$ cat src/rtl/sc_operand_latch_pkg.sv
// Shared definitions for the operand latch: FSM state encoding and slot-index sizing.
package sc_operand_latch_pkg;

    // Occupancy of the 2-entry elastic stage.
    typedef enum logic [1:0] {
        EMPTY = 2'd0,
        ONE   = 2'd1,
        FULL  = 2'd2
    } state_t;

    localparam int NREGS_DEFAULT = 6;

    // Bits needed to index nregs slots (at least one bit).
    function automatic int slot_idx_w(input int nregs);
        return (nregs > 1) ? $clog2(nregs) : 1;
    endfunction

    localparam int SLOT_IDX_W = slot_idx_w(NREGS_DEFAULT);

endpackage

$ cat src/rtl/sc_operand_select.sv
// Combinational NREGS:1 operand mux; out-of-range selects return zero and raise a flag.
module sc_operand_select
    import sc_operand_latch_pkg::*;
#(
    parameter int DATAWIDTH_BUS = 32,
    parameter int NREGS         = 6,
    parameter int SELWIDTH      = 3
) (
    input  logic [NREGS*DATAWIDTH_BUS-1:0] regs,
    input  logic [SELWIDTH-1:0]            sel,
    output logic [DATAWIDTH_BUS-1:0]       operand,
    output logic                           out_of_range
);

    // Compare width wide enough for both the select code and the slot count.
    localparam int IDX_W = slot_idx_w(NREGS);
    localparam int CMP_W = ((SELWIDTH > IDX_W) ? SELWIDTH : IDX_W) + 1;

    // Slot decode; anything not matching a real slot falls through to zero.
    always_comb begin
        operand      = '0;
        out_of_range = (CMP_W'(sel) >= CMP_W'(NREGS));
        for (int k = 0; k < NREGS; k++) begin
            if (CMP_W'(sel) == CMP_W'(k)) begin
                operand = regs[k*DATAWIDTH_BUS +: DATAWIDTH_BUS];
            end
        end
    end

endmodule

$ cat src/rtl/sc_operand_latch.sv
// Operand latch: selects A/B from the register bus and buffers pairs in a
// 2-entry elastic stage (output register + skid register) toward the ALU.
module sc_operand_latch
    import sc_operand_latch_pkg::*;
#(
    parameter int DATAWIDTH_BUS = 32,
    parameter int NREGS         = 6,
    parameter int SELWIDTH      = 3
) (
    input  logic                           SC_OperandLatch_CLOCK_50,
    input  logic                           SC_OperandLatch_RESET_InLow,
    input  logic [NREGS*DATAWIDTH_BUS-1:0] SC_OperandLatch_regs_InBus,
    input  logic [SELWIDTH-1:0]            SC_OperandLatch_selA_In,
    input  logic [SELWIDTH-1:0]            SC_OperandLatch_selB_In,
    input  logic                           SC_OperandLatch_inValid_In,
    output logic                           SC_OperandLatch_inReady_Out,
    output logic [DATAWIDTH_BUS-1:0]       SC_OperandLatch_opA_OutBus,
    output logic [DATAWIDTH_BUS-1:0]       SC_OperandLatch_opB_OutBus,
    output logic                           SC_OperandLatch_outValid_Out,
    input  logic                           SC_OperandLatch_outReady_In,
    output logic                           SC_OperandLatch_selErr_Out
);

    state_t                     state;
    state_t                     state_next;

    logic [DATAWIDTH_BUS-1:0]   sel_a_p0;
    logic [DATAWIDTH_BUS-1:0]   sel_b_p0;
    logic                       err_a_p0;
    logic                       err_b_p0;

    logic [DATAWIDTH_BUS-1:0]   out_a_p1;
    logic [DATAWIDTH_BUS-1:0]   out_b_p1;
    logic [DATAWIDTH_BUS-1:0]   skid_a_p1;
    logic [DATAWIDTH_BUS-1:0]   skid_b_p1;
    logic                       sel_err;

    logic                       in_ready;
    logic                       vld_p1;
    logic                       push;
    logic                       pop;

    sc_operand_select #(
        .DATAWIDTH_BUS (DATAWIDTH_BUS),
        .NREGS         (NREGS),
        .SELWIDTH      (SELWIDTH)
    ) u_select_a (
        .regs         (SC_OperandLatch_regs_InBus),
        .sel          (SC_OperandLatch_selA_In),
        .operand      (sel_a_p0),
        .out_of_range (err_a_p0)
    );

    sc_operand_select #(
        .DATAWIDTH_BUS (DATAWIDTH_BUS),
        .NREGS         (NREGS),
        .SELWIDTH      (SELWIDTH)
    ) u_select_b (
        .regs         (SC_OperandLatch_regs_InBus),
        .sel          (SC_OperandLatch_selB_In),
        .operand      (sel_b_p0),
        .out_of_range (err_b_p0)
    );

    // Handshake flags come from the state register only, so outReady never reaches inReady.
    assign in_ready = (state != FULL);
    assign vld_p1   = (state != EMPTY);
    assign push     = SC_OperandLatch_inValid_In & in_ready;
    assign pop      = vld_p1 & SC_OperandLatch_outReady_In;

    // Occupancy register.
    always_ff @(posedge SC_OperandLatch_CLOCK_50 or negedge SC_OperandLatch_RESET_InLow) begin
        if (!SC_OperandLatch_RESET_InLow) begin
            state <= EMPTY;
        end else begin
            state <= state_next;
        end
    end

    // Next-state decode from push/pop.
    always_comb begin
        state_next = state;
        case (state)
            EMPTY: if (push) state_next = ONE;
            ONE: begin
                if (push && !pop)      state_next = FULL;
                else if (!push && pop) state_next = EMPTY;
            end
            FULL:  if (pop) state_next = ONE;
            default: state_next = EMPTY;
        endcase
    end

    // ---- stage p0 -> p1: operands sampled in the accept cycle into output or skid register
    always_ff @(posedge SC_OperandLatch_CLOCK_50 or negedge SC_OperandLatch_RESET_InLow) begin
        if (!SC_OperandLatch_RESET_InLow) begin
            out_a_p1  <= '0;
            out_b_p1  <= '0;
            skid_a_p1 <= '0;
            skid_b_p1 <= '0;
        end else begin
            case (state)
                EMPTY: begin
                    if (push) begin
                        out_a_p1 <= sel_a_p0;
                        out_b_p1 <= sel_b_p0;
                    end
                end
                ONE: begin
                    if (push && pop) begin
                        out_a_p1 <= sel_a_p0;
                        out_b_p1 <= sel_b_p0;
                    end else if (push) begin
                        skid_a_p1 <= sel_a_p0;
                        skid_b_p1 <= sel_b_p0;
                    end
                end
                FULL: begin
                    if (pop) begin
                        out_a_p1 <= skid_a_p1;
                        out_b_p1 <= skid_b_p1;
                    end
                end
                default: ;
            endcase
        end
    end

    // Sticky error: set when an out-of-range select is actually accepted.
    always_ff @(posedge SC_OperandLatch_CLOCK_50 or negedge SC_OperandLatch_RESET_InLow) begin
        if (!SC_OperandLatch_RESET_InLow) begin
            sel_err <= 1'b0;
        end else if (push && (err_a_p0 || err_b_p0)) begin
            sel_err <= 1'b1;
        end
    end

    assign SC_OperandLatch_inReady_Out  = in_ready;
    assign SC_OperandLatch_outValid_Out = vld_p1;
    assign SC_OperandLatch_opA_OutBus   = out_a_p1;
    assign SC_OperandLatch_opB_OutBus   = out_b_p1;
    assign SC_OperandLatch_selErr_Out   = sel_err;

endmodule
$ cat config.mk
export PLATFORM = sky130hd
export DESIGN_NAME = sc_operand_latch
export DESIGN_NICKNAME = d
export VERILOG_FILES = /design/src/rtl/sc_operand_latch_pkg.sv /design/src/rtl/sc_operand_select.sv /design/src/rtl/sc_operand_latch.sv
export SDC_FILE = /design/constraint.sdc
export NUM_CORES = 1
export LEC_CHECK = 0
export BUFFER_PORTS_ARGS = -buffer_cell sky130_fd_sc_hd__buf_2
export CAP_MARGIN = 5
export CORE_AREA = 4 4 217 198
export CTS_CLUSTER_SIZE = 20
export DETAILED_ROUTE_END_ITERATION = 10
export DIE_AREA = 0 0 221 202
export PLACE_DENSITY = 0.41
export SYNTH_ARGS = -nofsm -noshare
export SYNTH_HDL_FRONTEND = slang
export SYNTH_HIERARCHICAL = 1
export SYNTH_SLANG_ARGS = --single-unit
$ cat constraint.sdc
create_clock -name SC_OperandLatch_CLOCK_50 -period 2.25 [get_ports SC_OperandLatch_CLOCK_50]
set_clock_uncertainty 0.2 [all_clocks]
set_input_delay 0.3375 -clock SC_OperandLatch_CLOCK_50 [delete_from_list [all_inputs] [get_ports SC_OperandLatch_CLOCK_50]]
set_output_delay 0.3375 -clock SC_OperandLatch_CLOCK_50 [all_outputs]
set_load 0.05 [all_outputs]
# [Word-level counts from Yosys, hierarchy flattened]
# Index checks and enable logic that the tools add are counted.
[word_totals] mem_bits_ro=0 mem_count=0 out_inout_bits=67 ram_bits=0 in_bits=202 latchBits=0 wordCells=68 regBits=131
[classes] n_div=0 magnitude_cmp=2 add_sub_neg=0 eq_ne=17 reduce_logical=15 n_shift=0 n_mux=25 mul=0 bitwise=3
[ops] cell="two-way mux 32 bit" n=18
[ops] cell="case mux 32 bit (3 select lines)" n=2
[ops] cell="equality test 3 x 2 -> 1 bit (second input constant)" n=4
[ops] cell="equality test 3 bit (second input constant)" n=4
[ops] cell="two-way mux 2 bit" n=4
[ops] cell="!= test 2 bit (second input constant)" n=4
[ops] cell="equality test 3 x 1 -> 1 bit (second input constant)" n=2
[ops] cell="greater-or-equal comparator 3 bit (second input constant)" n=2
[ops] cell="zero test 3 bit" n=2
[ops] cell="case mux 2 bit (3 select lines)" n=1
[ops] cell="AND reduction 3 bit" n=2
[ops] cell="logical AND 1 bit" n=4
[ops] cell="AND reduction 4 bit" n=1
[ops] cell="!= test 3 bit (second input constant)" n=1
[ops] cell="nonzero test 3 bit" n=1
[ops] cell="bitwise AND 1 bit" n=2
[ops] cell="equality test 2 x 1 -> 1 bit (second input constant)" n=1
[ops] cell="equality test 2 bit (second input constant)" n=1
[ops] cell="zero test 1 bit" n=2
[ops] cell="zero test 2 bit" n=1
[ops] cell="nonzero test 2 bit" n=1
[ops] cell="logical OR 1 bit" n=1
[ops] cell="NOT 1 bit" n=1

# [Longest topological paths before layout]
# Gate-level depths: netlist of run 1.
[logic_depth] ltp_word=9 depth_mapped=8 depth_no_buf=6

# [Hierarchy]
# The synthesis of run 1 kept the hierarchy.
[by_module_without_submodules] mod="sc_operand_latch" cells_each=361 area_per_inst_um2=6203.4 seq_area_each_um2=3278.1 n_inst=1
[by_module_without_submodules] mod="sc_operand_select" cells_each=200 area_per_inst_um2=1936.9 seq_area_each_um2=0.0 n_inst=2

# [Worst setup path before layout of run 1]
# OpenSTA, ideal clock, no wires.
[synth_timing] path_kind="flip-flop to flip-flop" startpoint="reg state[0]" endpoint="reg state[1]" path_stages_with_launch=8 period_less_slack_ns=2.123 required_ns=1.967 n_path_buf=1 setup_time_ns=0.083 path_slack_ns=0.127 t_arrival_ns=1.840 cell_sequence="dfrtp_1 nor2b_2 buf_6 inv_2 and2_1 ha_1 or4bb_1 o21ai_0"
[synth_between] elab_chain_cells=6 word_cells_on_any_way=17 classes_between="eq/ne (6); mux (2); bitwise (2); reduce/logical (7)"
[synth_lines] element="from (decl)" line="sc_operand_latch.sv:24" text="state_t state;"
[synth_lines] element="from (signal assigned)" line="sc_operand_latch.sv:76" text="state <= state_next;"
[synth_lines] element="!= test 2 bit (*)" line="sc_operand_latch.sv:66" text="assign in_ready = (state != FULL);"
[synth_lines] element="named net SC_OperandLatch_inReady_Out" line="sc_operand_latch.sv:16" text="output logic SC_OperandLatch_inReady_Out,"
[synth_lines] element="bitwise AND 1 bit (*)" line="sc_operand_latch.sv:68" text="assign push = SC_OperandLatch_inValid_In & in_ready;"
[synth_lines] element="zero test 1 bit" line="sc_operand_latch.sv:87" text="else if (!push && pop) state_next = EMPTY;"
[synth_lines] element="logical AND 1 bit" line="sc_operand_latch.sv:87"
[synth_lines] element="!= test 3 bit (no line)"
[synth_lines] element="AND reduction 3 bit (no line)"
# The timed path passes the listed nets; every way through them passes the cells marked *.
# A chain may end at the register's enable or synchronous reset.

# [Worst setup path in the final report of run 1]
[layout_timing] startpoint="reg state[1]" endpoint="out SC_OperandLatch_inReady_Out"
[layout_between] elab_chain_cells=1
[layout_lines] element="!= test 2 bit" line="sc_operand_latch.sv:66"
[layout_lines] element="to (decl)" line="sc_operand_latch.sv:16"
# No other way between the ends.

==> metrics.txt, run 1 <==
CP Data Required Time 1.71 ns; Post-Syn Area 0.0101 mm²; Total Power 0.0143 W; Worst-path clk slew 0.06 ns; DP HPWL between 20,000 and 30,000 µm; design area 0.0130 mm²; top post-synthesis cells by area dfrtp_1 (33%), mux2_4 (17%), mux2_2 (15%), o32ai_2 (9.7%), a221oi_2 (8.6%); Remaining DRCs 0; Yosys reg bits between 100 and 150; area of the multi-input gates 0.00615 mm²; first-pass GRT wire length 57,800 µm; max_cap viols 0; EDFF count, synth 0; Layout area overhead 29.1%; largest net degree at the start of global routing 43; final slew viol count 0; antenna viol nets, final 0; leak pwr 5.46 nW; Rel. slew slack 0.663; f_max 477 MHz; share of cells above drive strength 1 0.718; # rows 70; Cell Pwr Density 1100 mW/mm²; post-synthesis sequential area ratio 0.325; crit path launch state[1]; vias in the first global route 8,446; Routability Congestion 0.846; Post-Place Cells 1,549; Setup crit start kind register; fin nets 1,234; Post-CTS Resized 0; # fillers 4,153; Post-Synthesis Cells 761; capturing point of the worst reg2reg path state[1]; Die X 221 µm; H-tree depth 4; worst r2r path cells 6; Non-Filler Instances 1,584; status finished, final reports clean; CTS tree done; drt total wl 39,000 µm; CTS buffer count 17; CP Class register to primary output; worst r2r src state[1]; most frequent cell after synthesis mux2_2; Primary FF master, synth dfrtp_1; slowest stage delay, CP 0.41 ns; GRT overflow 0; Net Count, Synth 964; reg2reg setup slack 0.21 ns; FF+latch area 0.00328 mm²; Avg Synthesized Cell Area 13.2 µm²; Crit-path slowest cell dfrtp_1; cells along the critical path nor2b_4 -> inv_2 -> buf_4 -> buf_2; chip height 202 µm; die area 0.0446 mm²; commonest cells in the netlist mux2_2 (134), dfrtp_1 (131), mux2_4 (117); clk sinks 131; Vias per Instance 5.03; synth warn 6; Worst Hold Class input port to asynchronous set/reset pin; num ports 269; FFs w/ async S/R, synth 1.00; WL per Instance 24.6 µm; Synth area leader dfrtp_1; antenna violations before repair 6; port bufs 268; Final period util 0.931; clk_lat worst skew 0.43 ns; post-synth top area share 0.325; Final Hold Viols 0; Final TNS setup 0 ns; Slew @ Worst Pin 0.505 ns; arrival time at the worst endpoint 1.56 ns; crit end category primary output; DR vias approximately 8,000; GRT Total Usage 0.171; Synth cell types 32; maximum fanout along the worst path 6; Initial Util 0.249; VDD IR-drop max between 0.5 and 0.6 mV; area of the core 0.0405 mm²; post-CTS setup buffer count 0; root buffer cell clkbuf_16; DRT iter0 DRCs between 400 and 500; DRT Pass-1 Iters 4; clock period minus worst slack about 2.1 ns; Placed Area 0.0124 mm²; unrepaired setup endpoints after global routing no; Finish-stage setup viols 0; CTS Buffer Depth 2
[how the worst max path moves through the flow]
stage | end | slack [ns] | depth (start not counted)
CTS | SC_OperandLatch_inReady_Out | 0.12 | 4
detailed placement | SC_OperandLatch_opA_OutBus[30] | -0.08 | 8
finish | SC_OperandLatch_inReady_Out | 0.15 | 4
global placement | SC_OperandLatch_opA_OutBus[30] | -0.07 | 8
floorplan | state[1] | 0.13 | 7
global route | SC_OperandLatch_inReady_Out | 0.07 | 4
[where the power goes]
group | leakage, nW | internal [W] | switching, W
combinational | 3.60 | 0.00312 | 0.00423
sequential | 1.58 | 0.00353 | 0.000707
clock | 0.279 | 0.00165 | 0.00107
[routing by layer]
layer,GRT usage,vias to the layer above,share of wire
li1,-,3630,-
met1,0.246,4024,0.48
met2,0.265,280,0.45
met3,0.0376,28,0.055
met4,0.0388,8,0.015
met5,0,-,0.0014
[through the flow]
step	utilization	setup slack (ns)	hold slack (ns)
6_report	0.321	0.155	0.210
5_1_grt	0.321	0.0717	0.245
4_1_cts	0.321	0.118	0.204
3_5_place_dp	0.307	-0.0780	0.122
3_3_place_gp	0.307	-0.0712	0.117
2_1_floorplan	-	0.127	-0.158
[flip-flops by register name (all words and copies together), names as in the netlist]
signal and cells:
skid_a_p1 32, state 2, skid_b_p1 32, SC_OperandLatch_selErr_Out 1
SC_OperandLatch_opA_OutBus 32, SC_OperandLatch_opB_OutBus 32
[layout by cell type (no fill, tap or decap), types with 5 or more instances in the layout]
cell,instances
clkbuf_8,5
dfrtp_1,131
clkbuf_16,17
buf_2,265
o32ai_2,60
mux2_1,5
inv_2,5
buf_4,38
mux2_2,134
buf_12,33
o21ai_0,62
a221oi_2,58
a221oi_1,6
mux2_4,117
clkinv_2,6
o22ai_1,64
[cell families after synthesis]
group	Yosys count	share of synthesized area
DFF	131	0.325
buffers and inverters	96	0.0669
muxes	256	0.330
and+or+nand+nor	16	0.0103
adders and majority gates	1	0.00124
AOI/OAI and AO/OA	261	0.267
[worst max-delay path, delay by kind of cell (launching register included)]
| family | cells | cell delay [ns] |
|---|---|---|
| DFF | 1 | 0.41 |
| buffers and inverters | 3 | 0.42 |
| and+or+nand+nor | 1 | 0.29 |
[cell type report]
| cell class | count | area share |
|---|---|---|
| Clock inverter | 5 | 0.00385 |
| Sequential cell | 131 | 0.252 |
| Multi-Input combinational cell | 534 | 0.473 |
| Clock buffer | 25 | 0.0389 |
| Inverter | 7 | 0.00221 |
| Antenna cell | 2 | 0.000385 |
| Tap cell | 540 | 0.0520 |
| Timing Repair Buffer | 340 | 0.178 |
[repair_timing]
| action | in CTS | in global routing |
|---|---|---|
| endpoints found under the hold margin | 38 | 0 |
| setup endpoints to repair | 0 | 0 |
| hold buffers | 3 | 0 |
Note: power is estimated with default switching activity, not from simulation.
==> run 2, diff against run 1 <==
Settings changed: CORE_AREA 4 4 217 198 to 4 4 155 142, DIE_AREA 0 0 221 202 to 0 0 159 146, GPL_TIMING_DRIVEN set to 0, PLACE_DENSITY 0.41 to 0.73.
==> metrics.txt, run 2 (synthesis results as in run 1) <==
# fillers 1,661; GRT Total Usage 0.289; combinational power share 0.489; share of cells above drive strength 1 0.692; maximum fanout along the worst path 10; Vias per Instance 6.34; hold path startpoint SC_OperandLatch_inValid_In; status finished, final reports clean; antenna viol nets, final 0; CTS tree done; unrepaired setup endpoints after global routing no; chip height approximately 150 µm; capturing point of the worst reg2reg path state[1]; Final TNS setup 0 ns; reg2reg setup slack 0.12 ns; vias in the first global route around 8,800; Final Hold Viols 0; CTS buffer count 17; area of the core 0.0205 mm²; Cell Pwr Density approximately 1200 mW/mm²; clk sinks 131; Flop pwr share 0.288; clk_lat worst skew 0.42 ns; Worst-path clk slew roughly 0.06 ns; leak pwr 5.39 nW; Finish-stage setup viols 0; Initial Util 0.493; CP top delay family buffers and inverters; # rows 50; largest net degree at the start of global routing 95; Final Util 0.611; Placed Area between 0.01 and 0.015 mm²; CTS Buffer Depth 2; worst r2r src state[1]; Rel. slew slack 0.332; Post-Place Cells 1,288; Layout area overhead 24.0%; port bufs between 200 and 300; CP Data Required Time 2.41 ns; Slew @ Worst Pin roughly 1.0 ns; VDD IR-drop max 0.908 mV; Clk pwr share 0.223; clock period minus worst slack 2.17 ns; antenna violations before repair 10; first-pass GRT wire length 51,800 µm; Buf+Inv Stages, Crit Path 4; commonest cells after routing, fill and taps aside buf_2 (282), mux2_2 (134), dfrtp_1 (131), mux2_4 (117), o22ai_1 (64); Worst Hold Class input port to register; Final period util 0.965; die area 0.0232 mm²; worst r2r path cells 7; WHS Endpoint SC_OperandLatch_selErr_Out; most common cell after layout, fill and taps aside buf_2; fin nets approximately 1,300; Die X 159 µm; DRT Pass-1 Iters 5; GRT overflow 0; DP HPWL 25,000 µm; f_max 460 MHz; cells along the critical path buf_2 -> inv_1 -> buf_2 -> clkbuf_1 -> o21ai_0 -> a221oi_2 -> mux2_4 -> mux2_4; sw frac 0.404; arrival time at the worst endpoint 2.33 ns; slowest stage delay, CP 0.48 ns; Non-Filler Instances 1,328; drt total wl roughly 34,000 µm; design area approximately 0.012 mm²; Psw 0.00593 W; WL per Instance 25.9 µm; Remaining DRCs 0; H-tree depth 4; final slew viol count 0; DR vias 8,417; crit end category register; num ports 269; CP Class input port to register; Pint 0.00877 W; Setup crit start kind input port; Routability Congestion around 0.89; Hold Path Stages 3; Crit-path slowest cell clkbuf_1; root buffer cell clkbuf_16; max_cap viols 0; DRT iter0 DRCs 650
-- run 2: how the worst max path moves through the flow --
stage	start	endpoint	slack, ns	cells after the start
finish	SC_OperandLatch_selB_In[2]	SC_OperandLatch_opB_OutBus[22]	0.08	8
CTS	SC_OperandLatch_outReady_In	skid_b_p1[13]	0.10	7
floorplan	state[0]	state[1]	0.13	7
global placement	SC_OperandLatch_RESET_InLow	skid_a_p1[23]	-1.22	1
global route	SC_OperandLatch_outReady_In	skid_b_p1[12]	0.009	7
detailed placement	SC_OperandLatch_selB_In[2]	SC_OperandLatch_opB_OutBus[22]	-0.30	8
-- run 2: power by group through the flow --
stage	logic (W)	registers, W	clock network, W
global placement	0.00707	0.00419	0
floorplan	0.00354	0.00611	0
finish	0.00719	0.00424	0.00328
CTS	0.00722	0.00423	0.00332
global route	0.00752	0.00436	0.00343
detailed placement	0.00720	0.00423	0
-- run 2: worst register-to-register path, stage by stage, from the launching register on --
cell	delay, ns
dfrtp_1	0.41
nor2b_2	0.20
buf_6	0.12
inv_2	0.07
and2_1	0.17
ha_1	0.30
or4bb_1	0.46
o21ai_0	0.09
-- run 2: final cells by class --
| type | count | area [µm²] | area share |
|---|---|---|---|
| Multi-Input combinational cell | 534 | 6120 | 0.490 |
| Inverter | 7 | 26.3 | 0.00210 |
| Sequential cell | 131 | 3280 | 0.262 |
| Clock inverter | 13 | 258 | 0.0206 |
| Timing Repair Buffer | 270 | 1390 | 0.111 |
| Antenna cell | 6 | 15.0 | 0.00120 |
| Tap cell | 260 | 325 | 0.0260 |
| Clock buffer | 18 | 429 | 0.0343 |
| Buffer | 89 | 648 | 0.0519 |
-- run 2: timing repair --
| action | CTS | global route |
|---|---|---|
| hold buffers | 2 | 0 |
| endpoints found under the hold margin | 38 | 0 |
| setup buffers | 1 | 0 |
| resized for setup | 0 | 0 |
| endpoints found under the setup margin | 1 | 0 |
-- run 2: routing by layer --
layer,vias to the layer above,track usage,wire (µm)
met5,-,0,55
met4,10,0.113,1200
met3,90,0.0799,3330
met2,495,0.457,15700
met1,4143,0.377,14200
li1,3679,-,-
-- run 2: stage by stage --
stage	hold WS (ns)	total power, W	worst slack (ns)
2_1_floorplan	-0.158	0.00965	0.127
3_3_place_gp	0.250	0.0113	-1.22
3_5_place_dp	0.0656	0.0114	-0.299
4_1_cts	0.0141	0.0148	0.104
5_1_grt	0.0373	0.0153	0.00945
6_report	0.0254	0.0147	0.0782
